## config.mk

```make
export PLATFORM = sky130hd
export DESIGN_NAME = mult_result_collector
export DESIGN_NICKNAME = d
export VERILOG_FILES = /design/src/rtl/mult_pipeline_pkg.sv /design/src/rtl/mult_result_fifo.sv /design/src/rtl/mult_result_collector.sv
export SDC_FILE = /design/constraint.sdc
export NUM_CORES = 1
export LEC_CHECK = 0
export CELL_PAD_IN_SITES_DETAIL_PLACEMENT = 1
export CELL_PAD_IN_SITES_GLOBAL_PLACEMENT = 2
export CORE_MARGIN = 2
export CORE_UTILIZATION = 46
export CTS_CLUSTER_DIAMETER = 100
export CTS_CLUSTER_SIZE = 8
export DETAILED_ROUTE_END_ITERATION = 10
export HOLD_SLACK_MARGIN = 0.05
export PLACE_DENSITY = 0.92
export SLEW_MARGIN = 20
export SYNTH_ARGS = -nofsm -noshare
export SYNTH_HDL_FRONTEND = slang
export SYNTH_SLANG_ARGS = --single-unit
```

## constraint.sdc

```tcl
create_clock -name clk -period 4.3 [get_ports clk]
set_input_delay 0.86 -clock clk [delete_from_list [all_inputs] [get_ports clk]]
set_output_delay 0.86 -clock clk [all_outputs]
set_load 0.005 [all_outputs]
```

## src/rtl/mult_pipeline_pkg.sv

```systemverilog
// Shared defaults for the multiplier pipeline and its result collector.
// DEF_N / DEF_M   : multiplicand / multiplier widths of the pipeline stages
// DEF_DEPTH       : collector FIFO entries (power of two, >= 2)
// DEF_TAG_W       : sequence tag width
// DEF_W, DEF_LVL_W: derived product width and occupancy counter width
package mult_pipeline_pkg;

    localparam int DEF_N     = 8;
    localparam int DEF_M     = 4;
    localparam int DEF_DEPTH = 4;
    localparam int DEF_TAG_W = 8;

    localparam int DEF_W     = DEF_N + DEF_M;
    localparam int DEF_LVL_W = $clog2(DEF_DEPTH) + 1;

endpackage

```

## src/rtl/mult_result_fifo.sv

```systemverilog
// Storage for the result collector: DEPTH-entry array, wrapping read/write
// pointers, a separate up/down occupancy counter and a registered head.
// Ports:
//   clk, rstn   : clock, async active-low reset
//   push, pop   : qualified by the caller (never push when full without pop,
//                 never pop when empty)
//   wdata       : entry to store on push
//   head        : registered head entry, 0 whenever the FIFO is empty
//   level       : current occupancy, 0..DEPTH
module mult_result_fifo
    import mult_pipeline_pkg::*;
#(
    parameter int DW    = DEF_W + DEF_TAG_W,
    parameter int DEPTH = DEF_DEPTH
) (
    input  logic                     clk,
    input  logic                     rstn,
    input  logic                     push,
    input  logic                     pop,
    input  logic [DW-1:0]            wdata,
    output logic [DW-1:0]            head,
    output logic [$clog2(DEPTH):0]   level
);

    localparam int PTR_W = $clog2(DEPTH);
    localparam int LVL_W = PTR_W + 1;

    logic [DW-1:0]    mem_q [DEPTH];
    logic [PTR_W-1:0] wr_ptr_q, wr_ptr_d;
    logic [PTR_W-1:0] rd_ptr_q, rd_ptr_d;
    logic [LVL_W-1:0] level_q, level_d;
    logic [DW-1:0]    head_q, head_d;

    always_comb begin
        wr_ptr_d = wr_ptr_q;
        rd_ptr_d = rd_ptr_q;
        level_d  = level_q;
        head_d   = head_q;

        if (push) wr_ptr_d = wr_ptr_q + PTR_W'(1);
        if (pop)  rd_ptr_d = rd_ptr_q + PTR_W'(1);

        case ({push, pop})
            2'b10:   level_d = level_q + LVL_W'(1);
            2'b01:   level_d = level_q - LVL_W'(1);
            default: level_d = level_q;
        endcase

        // The head register must show the entry that will sit at rd_ptr after
        // this edge. If that slot is being written this same cycle (empty, or
        // one entry being popped while a new one arrives) the array does not
        // hold it yet, so bypass wdata into the head register.
        if (level_d == '0) begin
            head_d = '0;
        end else if (push && (wr_ptr_q == rd_ptr_d)) begin
            head_d = wdata;
        end else begin
            head_d = mem_q[rd_ptr_d];
        end
    end

    always_ff @(posedge clk or negedge rstn) begin
        if (!rstn) begin
            wr_ptr_q <= '0;
            rd_ptr_q <= '0;
            level_q  <= '0;
            head_q   <= '0;
        end else begin
            wr_ptr_q <= wr_ptr_d;
            rd_ptr_q <= rd_ptr_d;
            level_q  <= level_d;
            head_q   <= head_d;
        end
    end

    // Array contents are don't-care after reset; head_q masks them.
    always_ff @(posedge clk) begin
        if (push) mem_q[wr_ptr_q] <= wdata;
    end

    assign head  = head_q;
    assign level = level_q;

endmodule

```

## src/rtl/mult_result_collector.sv

```systemverilog
// Collects products from the final multiplier stage into a small FIFO,
// tagging each arrival with a sequence number so downstream can spot drops.
// Ports:
//   clk, rstn          : clock, async active-low reset
//   in_rdy, in_result  : product strobe and value from the final stage
//   out_valid/ready    : head handshake to the consumer
//   out_data, out_tag  : registered head product and its sequence tag
//   level              : occupancy, 0..DEPTH
//   overflow, clr_ovf  : sticky drop flag and its synchronous clear
module mult_result_collector
    import mult_pipeline_pkg::*;
#(
    parameter int N     = DEF_N,
    parameter int M     = DEF_M,
    parameter int DEPTH = DEF_DEPTH,
    parameter int TAG_W = DEF_TAG_W
) (
    input  logic                   clk,
    input  logic                   rstn,
    input  logic                   in_rdy,
    input  logic [N+M-1:0]         in_result,
    output logic                   out_valid,
    input  logic                   out_ready,
    output logic [N+M-1:0]         out_data,
    output logic [TAG_W-1:0]       out_tag,
    output logic [$clog2(DEPTH):0] level,
    output logic                   overflow,
    input  logic                   clr_ovf
);

    localparam int W     = N + M;
    localparam int LVL_W = $clog2(DEPTH) + 1;
    localparam int DW    = W + TAG_W;

    logic [TAG_W-1:0] tag_cnt_q, tag_cnt_d;
    logic             overflow_q, overflow_d;
    logic             push, pop, full, drop;
    logic [DW-1:0]    head;
    logic [LVL_W-1:0] fifo_level;

    assign out_valid = (fifo_level != '0);
    assign full      = (fifo_level == LVL_W'(DEPTH));
    assign pop       = out_valid && out_ready;
    assign push      = in_rdy && (!full || pop);
    assign drop      = in_rdy && full && !pop;

    always_comb begin
        tag_cnt_d  = tag_cnt_q;
        overflow_d = overflow_q;

        // Dropped arrivals still consume a tag so the gap is visible downstream.
        if (in_rdy) tag_cnt_d = tag_cnt_q + TAG_W'(1);

        // Set has priority over clear.
        if (drop) begin
            overflow_d = 1'b1;
        end else if (clr_ovf) begin
            overflow_d = 1'b0;
        end
    end

    always_ff @(posedge clk or negedge rstn) begin
        if (!rstn) begin
            tag_cnt_q  <= '0;
            overflow_q <= 1'b0;
        end else begin
            tag_cnt_q  <= tag_cnt_d;
            overflow_q <= overflow_d;
        end
    end

    mult_result_fifo #(
        .DW    (DW),
        .DEPTH (DEPTH)
    ) u_fifo (
        .clk   (clk),
        .rstn  (rstn),
        .push  (push),
        .pop   (pop),
        .wdata ({in_result, tag_cnt_q}),
        .head  (head),
        .level (fifo_level)
    );

    assign out_data = head[DW-1:TAG_W];
    assign out_tag  = head[TAG_W-1:0];
    assign level    = fifo_level;
    assign overflow = overflow_q;

endmodule

```

Word-level counts from Yosys, hierarchy flattened
Memory sizes are Yosys's and may differ from the RTL's.
Index checks and enable logic that the tools add are counted.
- bits in registers: 36
- logic and storage cells: 35
- bits in read-only memories: 0
- latch bits: 0
- bits in writable memories: 80
- output and inout port bits: 25
- memories: 1
- input port bits: 17
- $lt $le $gt $ge: 0
- multiplexer cells: 8
- div/mod/pow operators: 0
- equality and inequality tests: 4
- shift-type cells: 0
- multiply operators: 0
- bitwise gates (word level): 0
- reductions and logical operators: 11
- add/sub/neg operators: 5
- memories (memory ; depth ; bits a word ; rd ports ; clocked after Yosys merged registers in ; wr ports ; RTL line ; source):
    u_fifo.mem_q ; 4 ; 20 ; 1 ; 0 ; 1 ; mult_result_fifo.sv:28 ; logic [DW-1:0] mem_q [DEPTH];
- operators by type and width (kind ; count):
    two-way mux 20 bit ; 2
    adder 8 x 1 -> 8 bit, second input constant ; 1
    case mux 3 bit (2 select lines) ; 1
    logical AND 1 bit ; 5
    adder 2 x 1 -> 2 bit, second input constant ; 2
    two-way mux 1 bit ; 4
    adder 3 x 1 -> 3 bit, second input constant ; 1
    == test 3 bit, second input constant ; 1
    zero test 3 bit ; 1
    nonzero test 3 bit ; 1
    subtractor 3 x 1 -> 3 bit, second input constant ; 1
    == test 2 x 1 -> 1 bit, second input constant ; 1
    == test 2 bit ; 1
    == test 2 bit, second input constant ; 1
    zero test 1 bit ; 2
    two-way mux 2 bit ; 1
    nonzero test 2 bit ; 1
    logical OR 1 bit ; 1

Depth between registers and ports, before layout
- depth after elaboration: 8
- gate-level depth with buffers: 12
- gate-level depth less buffers: 8

Cells and area by module
Synthesis repeated with hierarchy kept, for this count alone.
- cell total of the unflattened synthesis: 306
- area, all modules: 5406.4 µm²
- modules (own cells, without submodules) (module ; times used ; area each (µm²) ; sequential area each (µm²) ; cells each):
    mult_result_fifo ; 1 ; 4983.5 ; 3078.0 ; 271
    mult_result_collector ; 1 ; 422.9 ; 225.2 ; 35

Worst setup path before layout
OpenSTA, ideal clock, no wires.
- path type: input to register
- start: input out_ready
- end: register u_fifo.head_q[18], in the netlist u_fifo.head[18]
- setup time: 151 ps
- path slack: 1016 ps
- data required time: 4149 ps
- cell stages on the path: 12
- buffers on the path: 4
- arrival time: 3134 ps
- path through: buf_2 o31a_1 buf_2 buf_2 nand2b_1 fa_1 nand2b_1 o211ai_1 nand3_1 a21oi_1 clkbuf_1 a211oi_2
- word-level cells in the longest chain between the ends: 7
- elaborated cells on any way between the ends: 13
- classes of those cells: eq/ne (3); mux (4); reduce/logical (5); memory (1)
- ends and longest elaborated chain (item ; RTL line ; source):
    start: declaration ; mult_result_collector.sv:23 ; input logic out_ready,
    logical AND 1 bit (*) ; mult_result_collector.sv:43 ; assign pop = out_valid && out_ready;
    logical OR 1 bit ; mult_result_collector.sv:44 ; assign push = in_rdy && (!full || pop);
    logical AND 1 bit ; mult_result_collector.sv:44 ;
    == test 2 x 1 -> 1 bit / == test 2 bit (equally long branches) ; mult_result_fifo.sv:43 ; case ({push, pop})
    case mux 3 bit (2 select lines) (*) ; mult_result_fifo.sv:43 ;
    net u_fifo.level_d[2] ; mult_result_fifo.sv:31 ; logic [LVL_W-1:0] level_q, level_d;
    zero test 3 bit (*) ; mult_result_fifo.sv:53 ; if (level_d == '0) begin
    two-way mux 20 bit (*) ; mult_result_fifo.sv:53 ;
    net u_fifo.head_d[18] ; mult_result_fifo.sv:32 ; logic [DW-1:0] head_q, head_d;
    end signal: assignment ; mult_result_fifo.sv:67 ; head_q <= '0;
    end signal: assignment ; mult_result_fifo.sv:72 ; head_q <= head_d;
    end: declaration ; mult_result_fifo.sv:32 ;
Mark *: on every way through the listed nets, which the timed path passes. The rest lies on a longest branch.
A chain may end at the register's enable or synchronous reset.

Worst setup path in the final report
- start: input out_ready
- end: register u_fifo.head_q[5], in the netlist u_fifo.head[5]
- word-level cells in the longest chain between the ends: 7
- elaborated cells on any way between the ends: 13
- classes of those cells: eq/ne (3); mux (4); reduce/logical (5); memory (1)
- ends and longest elaborated chain (item ; RTL line):
    logical AND 1 bit (*) ; mult_result_collector.sv:43
    logical OR 1 bit ; mult_result_collector.sv:44
    logical AND 1 bit ; mult_result_collector.sv:44
    == test 2 x 1 -> 1 bit / == test 2 bit (equally long branches) ; mult_result_fifo.sv:43
    case mux 3 bit (2 select lines) ; mult_result_fifo.sv:43
    zero test 3 bit ; mult_result_fifo.sv:53
    two-way mux 20 bit (*) ; mult_result_fifo.sv:53
    net u_fifo.head_d[5] ; mult_result_fifo.sv:32
Marks and branches as above.

==> summary.txt <==
Outcome
  • Status: finished, final reports clean

Worst setup path
  • Worst Path Buf+Inv: 3
  • Worst Path Arrival: 3.47 ns
  • Worst path cell trace: clkdlybuf4s50_1 > o31a_2 > buf_4 > nor4_1 > o41ai_4 > buf_12 > nor2_1 > a211oi_2
  • Startpoint Class: primary input
  • Critical Setup Path Class: primary input to register
  • Reg-to-Reg Start: u_fifo.rd_ptr_q[0]
  • Crit Path Max Fanout: 40
  • Max incr delay on CP: 0.67 ns
  • Slowest stage cell on the critical path: clkdlybuf4s50_1
  • CP top delay family: buffers and inverters
  • CP required: 4.62 ns
  • Worst setup EP type: register
  • CP startpoint: out_ready

Routing
  • # DRC: 0
  • Post-DR vias/cell: roughly 5.8
  • Final ANT Viol Nets: 0
  • Drt wl/cell: approximately 22 microns
  • Via count: between 3,000 and 4,000
  • WL final: 12,200 microns
  • Number of DRC markers in iteration 0: 169
  • First drt pass iteration count: 4

Yosys
  • Syn_nets: around 380
  • Mapped Cells: about 360
  • Synthesis Warnings: 0
  • Flops & latches, synth: approximately 120
  • Syn_area_per_cell: 15.5 sq um
  • Synth cell types: 37
  • Synthesized area: 0.00555 sq mm
  • Asr flop ratio synth: between 30% and 40%
  • EDFF count, synth: 80
  • Cells taking the most area after synthesis: edfxtp_1 (43%), dfrtp_1 (16%), mux2i_1 (14%)
  • Synth top area share: between 40% and 50%
  • Main flop type after synthesis: edfxtp_1
  • Cell taking the most area after synthesis: edfxtp_1
  • Sequential-to-total area share from yosys stat: 59.5%

Timing
  • FMAX: between 300 and 400 MHz
  • Rel. slew slack: between 20 and 30%
  • Fin worst setup slack: 1.15 ns
  • Final hold vios: 0
  • Clk_skew: a little over 0.01 ns
  • Worst-Margin Slew: around 1.1 ns
  • WHS: 0.529 ns
  • Minimum clock period: approximately 3.2 ns
  • RSZ-0062 raised after global routing: false
  • Max-slew violations: 0
  • Setup_tns: 0 ns
  • Final Setup Violations: 0
  • Final Cycle Share: between 70% and 80%

CTS
  • Setup bufs post-CTS: 0
  • Total CTS buffers: 17
  • Post-CTS Hold Fix Bufs: 0
  • CTS max path bufs: 2
  • H-Tree Depth: 4
  • Clock Latency Late Sink: 0.42 ns
  • Post-CTS Resized: 0
  • Clk sinks: ~120
  • Reg clk slew, reported paths: roughly 0.05 ns
  • Clock tree from TritonCTS: built
  • Clock Root Buffer: clkbuf_16

Layout
  • Antenna diode count: 0
  • P&R area growth vs syn: 20.3%
  • Final Core Density: 56.1%
  • Final nets: between 400 and 500
  • Share of cells above drive strength 1: slightly above 20%

Power and ir drop
  • Switching pwr: roughly 0.0017 W
  • Clock share of power: about a quarter
  • Max VDD drop: ~0.33 mV
  • Tot Pwr: 0.00523 W
  • Flop pwr share: approximately two fifths
  • Leakage: 2.58 nW
  • Gate power share: between 30% and 40%
  • Internal power: around 0.0035 W
  • PwrDens: a little under 800 mW/mm^2
  • Switch share: 32.8%

Floorplan
  • Die Y: between 100 and 150 microns
  • Die ar.: 0.0130 sq mm
  • Row count: 40
  • Starting Density: a little under half
  • Core Area: around 0.012 sq mm
  • Total I/O pin count: 42
  • Die W: roughly 110 microns

GRT
  • Number of global-route vias before repair: 3,604
  • Largest net degree at the start of global routing: 68
  • Antenna violations before repair: 0
  • GRT Residual Overflow: 0
  • GRT Total Usage: 20.4%
  • First-pass GRT wire length: approximately 20,000 microns

Flow run
  • Total of max-cap violations: 0

Placement
  • HPWL after detailed placement: just over 7000 microns
  • Setup slack at placement: between 0.7 and 0.8 ns
  • GP Congestion: about 0.75
  • # port buffers: 41

Hold path
  • Min-Delay Startpoint: overflow
  • Worst hold path class: register to register
cell families after synthesis:
| logic type | after synthesis | share of synthesized area [%] |
|---|---|---|
| buffers and inverters | 31 | 2.62 |
| DFF | 116 | 59.5 |
| and+or+nand+nor | 56 | 4.96 |
| xor gates and xnor gates | 13 | 2.05 |
| muxes | 101 | 22.8 |
| adders and majority gates | 6 | 1.49 |
| AOI/OAI and AO/OA | 35 | 6.61 |
cell usage in the layout, fill, tap and decap left out, drive strengths merged, types with 4 or more instances in the layout:
| cell type | Yosys | routed |
|---|---|---|
| inv | 5 | 5 |
| edfxtp | 80 | 80 |
| and2 | 5 | 5 |
| buf | 19 | 11 |
| mux4 | 20 | 20 |
| a21oi | 4 | 4 |
| dfrtp | 36 | 36 |
| nor2 | 25 | 25 |
| a211oi | 22 | 22 |
| xnor2 | 9 | 9 |
| clkinv | 0 | 7 |
| clkbuf | 7 | 21 |
| xor2 | 4 | 4 |
| ha | 5 | 5 |
| nand2 | 7 | 7 |
| mux2i | 80 | 80 |
| clkdlybuf4s50 | 0 | 40 |
cells in the mapped netlist (5+ instances only):
cell      number
ha_1           5
dfrtp_1       36
buf_2         17
and2_1         5
inv_1          5
mux2i_1       80
edfxtp_1      80
a211oi_2      20
xnor2_1        9
nor2_1        25
mux4_2        20
clkbuf_1       7
nand2_1        7
stage by stage:
| stage | cells | cell area [sq um] |
|---|---|---|
| final | 562 | 6680 |
| after global placement | 530 | 6110 |
| after global routing | 562 | 6680 |
| after floorplan | 358 | 5550 |
| after detailed placement | 530 | 6110 |
| after CTS | 562 | 6680 |
per-layer routing:
layer	share of wire, %	track usage, %	wire (microns)	vias up
li1	-	-	-	1459
met1	40	24.5	4900	1699
met2	55	36.1	6650	59
met3	3.3	4.04	398	19
met4	1.8	8.29	216	0
met5	0	0	0	-
worst paths after layout:
path | to | slack, ns | depth (start not counted)
max | u_fifo.head[5] | 1.15 | 8
min | overflow | 0.53 | 2
max reg2reg | u_fifo.head[5] | 1.65 | 4
min reg2reg | overflow | 0.53 | 2
max in group asynchronous | u_fifo.rd_ptr_q[0] | 3.00 | 1
min in group asynchronous | u_fifo.head[7] | 0.59 | 1
layout make-up:
type	count	area, sq um
fill	1141	5230
sequential	116	3310
multi-input combinational	211	2110
timing repair buffer	51	493
clock buffer	21	460
tap	147	184
clock inverter	11	109
inverter	5	18.8
registers in the layout (all words and copies together), names as in the netlist:
register and count:
u_fifo.head 20, u_fifo.rd_ptr_q 2, overflow 1, u_fifo.mem_q 80
tag_cnt_q 8, u_fifo.wr_ptr_q 2, u_fifo.level 3
worst register-to-register path, delay by kind of cell (launching register included):
| kind | cells | cell delay [ns] |
|---|---|---|
| DFF | 1 | 1.14 |
| muxes | 2 | 0.63 |
| buffers and inverters | 1 | 0.53 |
| AOI/OAI and AO/OA | 1 | 0.25 |
power groups by stage:
stage / clock [W] / sequential (W) / combinational (W)
final: 0.00134 / 0.00199 / 0.00190
after global routing: 0.00141 / 0.00204 / 0.00205
after CTS: 0.00137 / 0.00199 / 0.00193
after detailed placement: 0 / 0.00200 / 0.00190
after global placement: 0 / 0.00196 / 0.00181
after floorplan: 0 / 0.00177 / 0.00146
No activity file was read; power rests on OpenSTA's default activity.
